$ cat src/rtl/axi_pkg.sv
// Shared AXI channel definitions: response encodings and default AW/W/B payload structs.
package axi_pkg;

  localparam int unsigned IdWidth   = 4;
  localparam int unsigned AddrWidth = 32;
  localparam int unsigned DataWidth = 32;
  localparam int unsigned UserWidth = 1;

  typedef logic [1:0] resp_t;

  localparam resp_t RESP_OKAY   = 2'b00;
  localparam resp_t RESP_EXOKAY = 2'b01;
  localparam resp_t RESP_SLVERR = 2'b10;
  localparam resp_t RESP_DECERR = 2'b11;

  typedef struct packed {
    logic [IdWidth-1:0]   id;
    logic [AddrWidth-1:0] addr;
    logic [7:0]           len;
    logic [2:0]           size;
    logic [1:0]           burst;
  } aw_chan_t;

  typedef struct packed {
    logic [DataWidth-1:0]   data;
    logic [DataWidth/8-1:0] strb;
    logic                   last;
  } w_chan_t;

  typedef struct packed {
    logic [IdWidth-1:0]   id;
    resp_t                resp;
    logic [UserWidth-1:0] user;
  } b_chan_t;

endpackage

$ cat src/rtl/axi_write_sink_pkg.sv
// Beat-counter width and saturating increment shared by the write sink.
package axi_write_sink_pkg;

  localparam int unsigned BeatCntW = 9;
  localparam logic [BeatCntW-1:0] BeatCntMax = 9'd256;

  function automatic logic [BeatCntW-1:0] beat_inc(input logic [BeatCntW-1:0] c);
    return (c == BeatCntMax) ? c : c + 1'b1;
  endfunction

endpackage

$ cat src/rtl/axi_write_sink_fifo.sv
// Outstanding-AW FIFO; head visible combinationally, one-cycle push/pop.
// A push while full is dropped even when a pop happens in the same cycle.
module axi_write_sink_fifo #(
  parameter int unsigned Depth  = 4,
  parameter type         data_t = logic [7:0]
) (
  input  logic  clk_i,
  input  logic  rst_i,
  input  logic  push_i,
  input  data_t push_dat_i,
  input  logic  pop_i,
  output data_t head_dat_o,
  output logic  full_o,
  output logic  empty_o
);

  localparam int unsigned PtrW = (Depth > 1) ? $clog2(Depth) : 1;
  localparam int unsigned OccW = $clog2(Depth + 1);

  data_t           r_mem [Depth];
  logic [PtrW-1:0] r_wptr;
  logic [PtrW-1:0] r_rptr;
  logic [OccW-1:0] r_occ;
  logic            w_push;
  logic            w_pop;

  function automatic logic [PtrW-1:0] ptr_inc(input logic [PtrW-1:0] p);
    return (p == PtrW'(Depth - 1)) ? '0 : p + 1'b1;
  endfunction

  assign full_o     = (r_occ == OccW'(Depth));
  assign empty_o    = (r_occ == '0);
  assign w_push     = push_i && !full_o;
  assign w_pop      = pop_i && !empty_o;
  assign head_dat_o = r_mem[r_rptr];

  always_ff @(posedge clk_i or posedge rst_i) begin
    if (rst_i) begin
      r_wptr <= '0;
      r_rptr <= '0;
      r_occ  <= '0;
    end else begin
      if (w_push) r_wptr <= ptr_inc(r_wptr);
      if (w_pop)  r_rptr <= ptr_inc(r_rptr);
      if (w_push && !w_pop)      r_occ <= r_occ + 1'b1;
      else if (w_pop && !w_push) r_occ <= r_occ - 1'b1;
    end
  end

  // Storage needs no reset: entries are only read while the FIFO is non-empty.
  always_ff @(posedge clk_i) begin
    if (w_push) r_mem[r_wptr] <= push_dat_i;
  end

endmodule

$ cat src/rtl/axi_write_sink.sv
// Terminating AXI write slave: queues AWs, drains each W burst, answers one B per AW in order.
// OKAY only when the burst length matches the AW len; counts completed and SLVERR transactions.
module axi_write_sink
  import axi_pkg::*;
  import axi_write_sink_pkg::*;
#(
  parameter type         aw_t    = axi_pkg::aw_chan_t,
  parameter type         w_t     = axi_pkg::w_chan_t,
  parameter type         b_t     = axi_pkg::b_chan_t,
  parameter int unsigned MaxTxns = 4
) (
  input  logic        clk_i,
  input  logic        rst_i,
  input  logic        aw_valid_i,
  input  aw_t         aw_chan_i,
  output logic        aw_ready_o,
  input  logic        w_valid_i,
  input  w_t          w_chan_i,
  output logic        w_ready_o,
  output logic        b_valid_o,
  output b_t          b_chan_o,
  input  logic        b_ready_i,
  output logic [31:0] txn_cnt_o,
  output logic [31:0] err_cnt_o
);

  typedef enum logic [1:0] {IDLE, DATA, RESP} state_e;

  typedef struct packed {
    logic [IdWidth-1:0] id;
    logic [7:0]         len;
  } entry_t;

  state_e                r_state;
  state_e                w_state_nxt;
  logic [BeatCntW-1:0]   r_cnt;
  logic                  r_err;
  resp_t                 r_resp;
  logic [31:0]           r_txn_cnt;
  logic [31:0]           r_err_cnt;
  entry_t                w_push_dat;
  entry_t                w_head;
  logic                  w_full;
  logic                  w_empty;
  logic                  w_pop;
  logic                  w_aw_hs;
  logic                  w_w_hs;
  logic                  w_len_hit;
  logic                  w_unused;

  assign aw_ready_o = !rst_i && !w_full;
  assign w_aw_hs    = aw_valid_i && aw_ready_o;
  assign w_w_hs     = w_valid_i && w_ready_o;
  assign w_len_hit  = (r_cnt == {1'b0, w_head.len});
  assign txn_cnt_o  = r_txn_cnt;
  assign err_cnt_o  = r_err_cnt;
  assign w_unused   = ^{aw_chan_i, w_chan_i};

  always_comb begin
    w_push_dat     = '0;
    w_push_dat.id  = aw_chan_i.id;
    w_push_dat.len = aw_chan_i.len;
  end

  axi_write_sink_fifo #(
    .Depth  (MaxTxns),
    .data_t (entry_t)
  ) u_fifo (
    .clk_i      (clk_i),
    .rst_i      (rst_i),
    .push_i     (w_aw_hs),
    .push_dat_i (w_push_dat),
    .pop_i      (w_pop),
    .head_dat_o (w_head),
    .full_o     (w_full),
    .empty_o    (w_empty)
  );

  always_ff @(posedge clk_i or posedge rst_i) begin
    if (rst_i) r_state <= IDLE;
    else       r_state <= w_state_nxt;
  end

  always_comb begin
    w_state_nxt = r_state;
    w_ready_o   = 1'b0;
    b_valid_o   = 1'b0;
    w_pop       = 1'b0;
    case (r_state)
      IDLE: if (!w_empty) w_state_nxt = DATA;
      DATA: begin
        w_ready_o = 1'b1;
        if (w_valid_i && w_chan_i.last) w_state_nxt = RESP;
      end
      RESP: begin
        b_valid_o = 1'b1;
        if (b_ready_i) begin
          w_pop       = 1'b1;
          w_state_nxt = IDLE;
        end
      end
      default: w_state_nxt = IDLE;
    endcase
  end

  always_comb begin
    b_chan_o = '0;
    if (r_state == RESP) begin
      b_chan_o.id   = w_head.id;
      b_chan_o.resp = r_resp;
    end
  end

  // Resp is decided on the last beat using the count of beats before it (AXI len = beats-1).
  always_ff @(posedge clk_i or posedge rst_i) begin
    if (rst_i) begin
      r_cnt  <= '0;
      r_err  <= 1'b0;
      r_resp <= RESP_OKAY;
    end else begin
      if (r_state == IDLE && !w_empty) begin
        r_cnt <= '0;
        r_err <= 1'b0;
      end else if (r_state == DATA && w_w_hs) begin
        r_cnt <= beat_inc(r_cnt);
        if (w_chan_i.last)  r_resp <= (w_len_hit && !r_err) ? RESP_OKAY : RESP_SLVERR;
        else if (w_len_hit) r_err  <= 1'b1;
      end
    end
  end

  always_ff @(posedge clk_i or posedge rst_i) begin
    if (rst_i) begin
      r_txn_cnt <= '0;
      r_err_cnt <= '0;
    end else if (w_pop) begin
      r_txn_cnt <= r_txn_cnt + 32'd1;
      if (r_resp == RESP_SLVERR) r_err_cnt <= r_err_cnt + 32'd1;
    end
  end

endmodule

$ cat config.mk
export PLATFORM = sky130hd
export DESIGN_NAME = axi_write_sink
export DESIGN_NICKNAME = d
export VERILOG_FILES = /design/src/rtl/axi_pkg.sv /design/src/rtl/axi_write_sink_pkg.sv /design/src/rtl/axi_write_sink_fifo.sv /design/src/rtl/axi_write_sink.sv
export SDC_FILE = /design/constraint.sdc
export NUM_CORES = 1
export LEC_CHECK = 0
export BUFFER_PORTS_ARGS = -buffer_cell sky130_fd_sc_hd__buf_2
export CAP_MARGIN = 40
export CORE_MARGIN = 4
export CORE_UTILIZATION = 58
export CTS_BUF_LIST = sky130_fd_sc_hd__clkbuf_4 sky130_fd_sc_hd__clkbuf_8
export DETAILED_ROUTE_END_ITERATION = 8
export GPL_TIMING_DRIVEN = 0
export PLACE_DENSITY_LB_ADDON = 0.25
export SYNTH_ARGS = -nofsm -noshare
export SYNTH_HDL_FRONTEND = slang
export SYNTH_SLANG_ARGS = --single-unit
$ cat constraint.sdc
create_clock -name clk_i -period 6.7 [get_ports clk_i]
set_input_delay 0.67 -clock clk_i [delete_from_list [all_inputs] [get_ports clk_i]]
set_output_delay 0.67 -clock clk_i [all_outputs]
set_load 0.02 [all_outputs]
After elaboration in Yosys (flattened, before gate mapping)
Memory sizes are Yosys's and may differ from the RTL's.
Cells that the tools add are included.
{ "word_totals": {"regBits": 85, "ramBits": 48, "in_bits": 91, "out_inout_bits": 74, "memories": 1} }
{ "classes": {"add_sub_neg": 7, "eq_ne": 13, "mux": 23, "bitwise": 1, "reduce_logical": 27} }
{ "mem_list": {"columns": ["name", "depth", "word_bits", "rd", "rd_clocked_by_memory_dff", "write_ports", "line", "source"], "rows": [
  ["u_fifo.r_mem", 4, 12, 1, 0, 1, "axi_write_sink_fifo.sv:20", "data_t r_mem [Depth];"]
]} }
{ "ops": {"columns": ["operator", "n"], "rows": [
  ["$add A32 B1 Y32 const B", 2],
  ["$mux W9", 3],
  ["$mux W2", 6],
  ["$logic_and A1 B1 Y1", 11],
  ["$mux W1", 10],
  ["$add A9 B1 Y9 const B", 1],
  ["$eq A9 B8 Y1", 1],
  ["$eq A9 B9 Y1 const B", 1],
  ["$reduce_and A3 Y1", 3],
  ["$eq A2 B2 Y1 const B", 4],
  ["$ne A2 B2 Y1 const B", 4],
  ["$logic_not A1 Y1", 6],
  ["$mux W3", 2],
  ["$mux W6", 1],
  ["$pmux W2 S3", 1],
  ["$reduce_bool A2 Y1", 3],
  ["$add A2 B1 Y2 const B", 2],
  ["$reduce_and A2 Y1", 2],
  ["$add A3 B1 Y3 const B", 1],
  ["$eq A3 B3 Y1 const B", 1],
  ["$logic_not A3 Y1", 1],
  ["$sub A3 B1 Y3 const B", 1],
  ["$eq A2 B1 Y1 const B", 1],
  ["$logic_not A2 Y1", 1],
  ["2 further kinds", 2]
]} }

Depth between registers and ports, before layout
{ "logic_depth": {"depth_word": 9, "depth_mapped": 11} }

By module
A second synthesis with hierarchy kept.
{ "unflattened": {"cells_unflattened": 457, "area_unflattened_um2": 6022.0} }
{ "by_module_without_submodules": {"columns": ["mod", "instances", "cells_per_inst", "area_each_um2", "seq_area_each_um2"], "rows": [
  ["axi_write_sink", 1, 356, 3842.4, 1926.8],
  ["axi_write_sink_fifo", 1, 101, 2179.6, 1616.6]
]} }

Worst setup path before layout
OpenSTA, ideal clock, no wires.
{ "synth_timing": {"kind": "input to register", "startpoint": "in rst_i", "endpoint": "reg u_fifo.r_occ[2]", "arrival_ns": 2.412, "t_required_ns": 6.621, "path_slack_ns": 4.209, "path_stages": 8, "n_path_buf": 0, "path_cell_list": "a21oi_1 and2_0 ha_1 inv_1 fa_1 xor2_1 nor2_1 xor2_1"} }
{ "synth_via": {"elab_chain_cells": 7} }
{ "synth_lines": {"columns": ["element", "line", "source"], "rows": [
  ["start: declaration", "axi_write_sink.sv:13", "input logic rst_i,"],
  ["$logic_not A1 Y1 (no line) (*)", null, null],
  ["$logic_and A1 B1 Y1 (*)", "axi_write_sink.sv:51", "assign aw_ready_o = !rst_i && !w_full;"],
  ["$logic_and A1 B1 Y1 (*)", "axi_write_sink.sv:52", "assign w_aw_hs = aw_valid_i && aw_ready_o;"],
  ["$logic_and A1 B1 Y1 (*)", "axi_write_sink_fifo.sv:33", "assign w_push = push_i && !full_o;"],
  ["named net u_fifo.w_push", "axi_write_sink_fifo.sv:24", "logic w_push;"],
  ["$logic_not A1 Y1", "axi_write_sink_fifo.sv:46", "else if (w_pop && !w_push) r_occ <= r_occ - 1'b1;"],
  ["$logic_and A1 B1 Y1", "axi_write_sink_fifo.sv:46", null],
  ["$reduce_bool A2 Y1 (no line)", null, null],
  ["end signal: assignment", "axi_write_sink_fifo.sv:45", "if (w_push && !w_pop) r_occ <= r_occ + 1'b1;"],
  ["end signal: assignment", "axi_write_sink_fifo.sv:46", null],
  ["end: declaration", "axi_write_sink_fifo.sv:23", "logic [OccW-1:0] r_occ;"]
]} }
Mark *: on every way through the listed nets, which the timed path passes. The rest lies on a longest branch.
A chain may end at the register's enable or synchronous reset.

==> flow_metrics.py <==
metrics = {
    "logic_synthesis": {
        "syn_avg_cell_area_um2": 12.56,
        "ys_ff_latch": 132,
        "ys_types": 43,
        "synthTopCellsByArea": "dfrtp_1 36%, edfxtp_1 25%, xnor2_1 6.9%",
        "yosys_warnings": 0,
        "ys_seq_area_share_pct": 60.41,
        "synthCells": 467,
        "synth_top_area_share_pct": 35.84,
        "synth_largest_area_cell": "dfrtp_1",
        "synth.cell_area_um2": 5866,
    },
    "cells_and_area": {
        "nets": 679,
        "stdcell_area_um2": 6893,
        "layout_commonest_cell": "buf_2",
        "syn2layout_area_growth_pct": 17.51,
        "final_cell_mix": "91 x buf_2, 84 x dfrtp_1, 48 x edfxtp_1",
        "final_layout_size_suffix_gt1_share_pct": 23.22,
    },
    "grt": {
        "grt_start_max_net_pins": 70,
        "antenna_found_initial": 0,
        "gr-total-overflow": 0,
        "track_usage_pct": 20.96,
        "grt_pass1_vias": 3924,
        "grt_pass1_wl_mm": 18.88,
    },
    "sta": {
        "hold_viol": 0,
        "tightestPinTransition_ps": 662.0,
        "final.setup.tns_ps": 0,
        "rsz0062_at_grt": "false",
        "relSlewSlack_pct": 55.87,
        "hold_slack_ps": 175.9,
        "slew_violations": 0,
        "setup_viol": 0,
        "fin_skew_ps": 11.15,
        "fmax_ghz": 0.3203,
        "post-route-period-util_pct": 46.60,
        "final.min_clock_period_ps": 3122,
    },
    "placement": {
        "place_area_um2": 6511,
        "port_buffers": 89,
        "place_hpwl_mm": 7.959,
        "finalWeightedCongestion": 0.7588,
    },
    "clock_tree": {
        "clockBufferDepth": 2,
        "hold_buffers": 0,
        "clk_pin_slew_ps": 70,
        "cts_setup_buffers": 0,
        "numCtsBuffers": 17,
        "cts_root_buf": "clkbuf_8",
        "numClockSinks": 132,
        "h-tree-depth": 4,
        "ctsResizeCount": 0,
        "cts_tree": "yes",
        "clkLatencyLatePin_ps": 440,
    },
    "power": {
        "p_sw_share_pct": 29.79,
        "p_sw_mw": 0.6040,
        "pwr-share-clk_pct": 31.2,
        "p_int_mw": 1.424,
        "peakVddDrop_v": 0.0002234,
        "power_density_nw_per_um2": 294.2,
        "power_frac_comb_pct": 20.5,
        "p_seq_share_pct": 48.2,
        "finalPower_mw": 2.028,
        "leakagePower_nw": 3.224,
    },
    "floorplan": {
        "die_area_um2": 11790,
        "coreArea_um2": 9819,
        "start_util_pct": 59.73,
        "die_h_um": 108.6,
        "boundaryPins": 165,
        "core.rowCount": 36,
        "die_w_um": 108.6,
    },
    "setup_path": {
        "reg2reg_depth": 9,
        "crit_fanout": 10,
        "critPathRequiredTime_ps": 6030,
        "crit_path_end": "b_chan_o[5]",
        "cp.arrival_ps": 2450,
        "path_class": "reg2out",
        "r2r_start": "r_state[1]",
        "r2r-end": "u_fifo.r_occ[1]",
        "ff2ff_setup_slack_ps": 4310,
        "cp-startpoint": "u_fifo.r_rptr[0]",
        "endpoint_kind": "primary output",
        "cp-start-kind": "flop",
    },
    "routing": {
        "via_per_inst": 5.376,
        "antenna_left": 0,
        "drtIter0Drc": 202,
        "routedWlPerCell_um": 15.43,
        "drcViolationCount": 0,
        "first_pass_iters": 4,
        "num_vias": 3892,
        "postRouteWirelength_mm": 11.17,
    },
    "run": {
        "max_cap_viol_count": 0,
    },
    "status": {
        "status": "completed",
    },
    "min_path": {
        "hold_class": "in2async",
    },
}
-- logic make-up after synthesis --
kind of cell	count (synthesis)	synth area share (%)
fa+ha+maj	11	2.474
other cells	1	0.06393
xor+xnor	86	12.84
compound gates	16	1.707
mux	23	5.055
flops	132	60.41
simple gates	168	15.36
buf+inv	30	2.090
-- sequential cells by signal (all words and copies together) (netlist names) --
name,flops
u_fifo.r_mem,48
u_fifo.r_occ,3
err_cnt_o,32
u_fifo.r_wptr,2
r_err,1
r_state,2
u_fifo.r_rptr,2
r_cnt,9
txn_cnt_o,32
r_resp,1
-- area by class of cell --
class,instances,area [µm²]
fillers,752,2927
clock buffers,18,241.5
well taps,133,166.4
clock inverters,14,137.6
plain buffers,16,70.07
diodes,1,2.502
repair buffers,90,473.0
inverters,14,55.05
multi-input cells,306,2203
flip-flops and latches,132,3543
-- through the flow --
stage / std cells / setup WS [ps] / utilization [%]
6_report: 724 / 3578 / 70.20
5_1_grt: 723 / 3425 / 70.17
4_1_cts: 723 / 3521 / 70.17
3_5_place_dp: 691 / 3996 / 66.31
3_3_place_gp: 690 / 2928 / 66.00
2_1_floorplan: 468 / 3865 / -
-- how the worst min path moves through the flow --
stage,end,from,slack [ps]
CTS,txn_cnt_o[17],rst_i,160
global placement,err_cnt_o[31],err_cnt_o[31],450
finish,u_fifo.r_wptr[0],rst_i,180
floorplan,u_fifo.r_occ[2],u_fifo.r_occ[2],460
global route,txn_cnt_o[17],rst_i,150
detailed placement,txn_cnt_o[31],txn_cnt_o[31],470
-- routing by layer --
metal  vias up  global-route usage (%)  share of wire, %
met3        24                   6.328               6.3
met1      1895                   26.40                42
met4         0                   8.386               2.1
met5         -                       0                 0
met2       117                   34.02                49
li1       1856                       -                 -
-- cells in the mapped netlist --
| library cell | count |
|---|---|
| a21o_1 | 2 |
| a21oi_1 | 6 |
| a22o_1 | 1 |
| a31o_2 | 1 |
| a31oi_1 | 1 |
| and2_0 | 1 |
| and2_1 | 6 |
| and3_1 | 15 |
| and3b_1 | 2 |
| and4_1 | 8 |
| buf_1 | 1 |
| buf_2 | 2 |
| buf_4 | 2 |
| clkbuf_1 | 11 |
| conb_1 | 1 |
| dfrtp_1 | 84 |
| edfxtp_1 | 48 |
| fa_1 | 1 |
| ha_1 | 10 |
| inv_1 | 14 |
| mux2_2 | 3 |
| mux2i_1 | 15 |
| mux4_2 | 5 |
| nand2_1 | 39 |
| nand2b_1 | 1 |
| nand3_1 | 18 |
| nand3b_1 | 1 |
| nand4_1 | 16 |
| nand4_2 | 1 |
| nor2_1 | 33 |
| nor2b_1 | 3 |
| nor3_1 | 7 |
| nor3b_1 | 1 |
| nor4_1 | 6 |
| nor4_4 | 1 |
| o21ai_0 | 4 |
| o41a_1 | 1 |
| or2_2 | 1 |
| or3_1 | 4 |
| or4_1 | 2 |
| or4_4 | 2 |
| xnor2_1 | 46 |
| xor2_1 | 40 |
-- power groups by stage --
stage                     clock [mW]  combinational [mW]  sequential, mW
final                          0.633               0.417           0.978
after global routing           0.693               0.466           0.989
after detailed placement           0               0.424           0.994
after global placement             0               0.402           0.986
after floorplan                    0               0.292           0.998
after CTS                      0.647               0.425           0.978
-- worst max-delay path, cell delays in order, from the launching register on --
cell     delay [ps]
dfrtp_1         440
buf_2           320
buf_2           380
mux4_2          540
and2_1          180
buf_2           160
No activity file was read; power rests on OpenSTA's default activity.
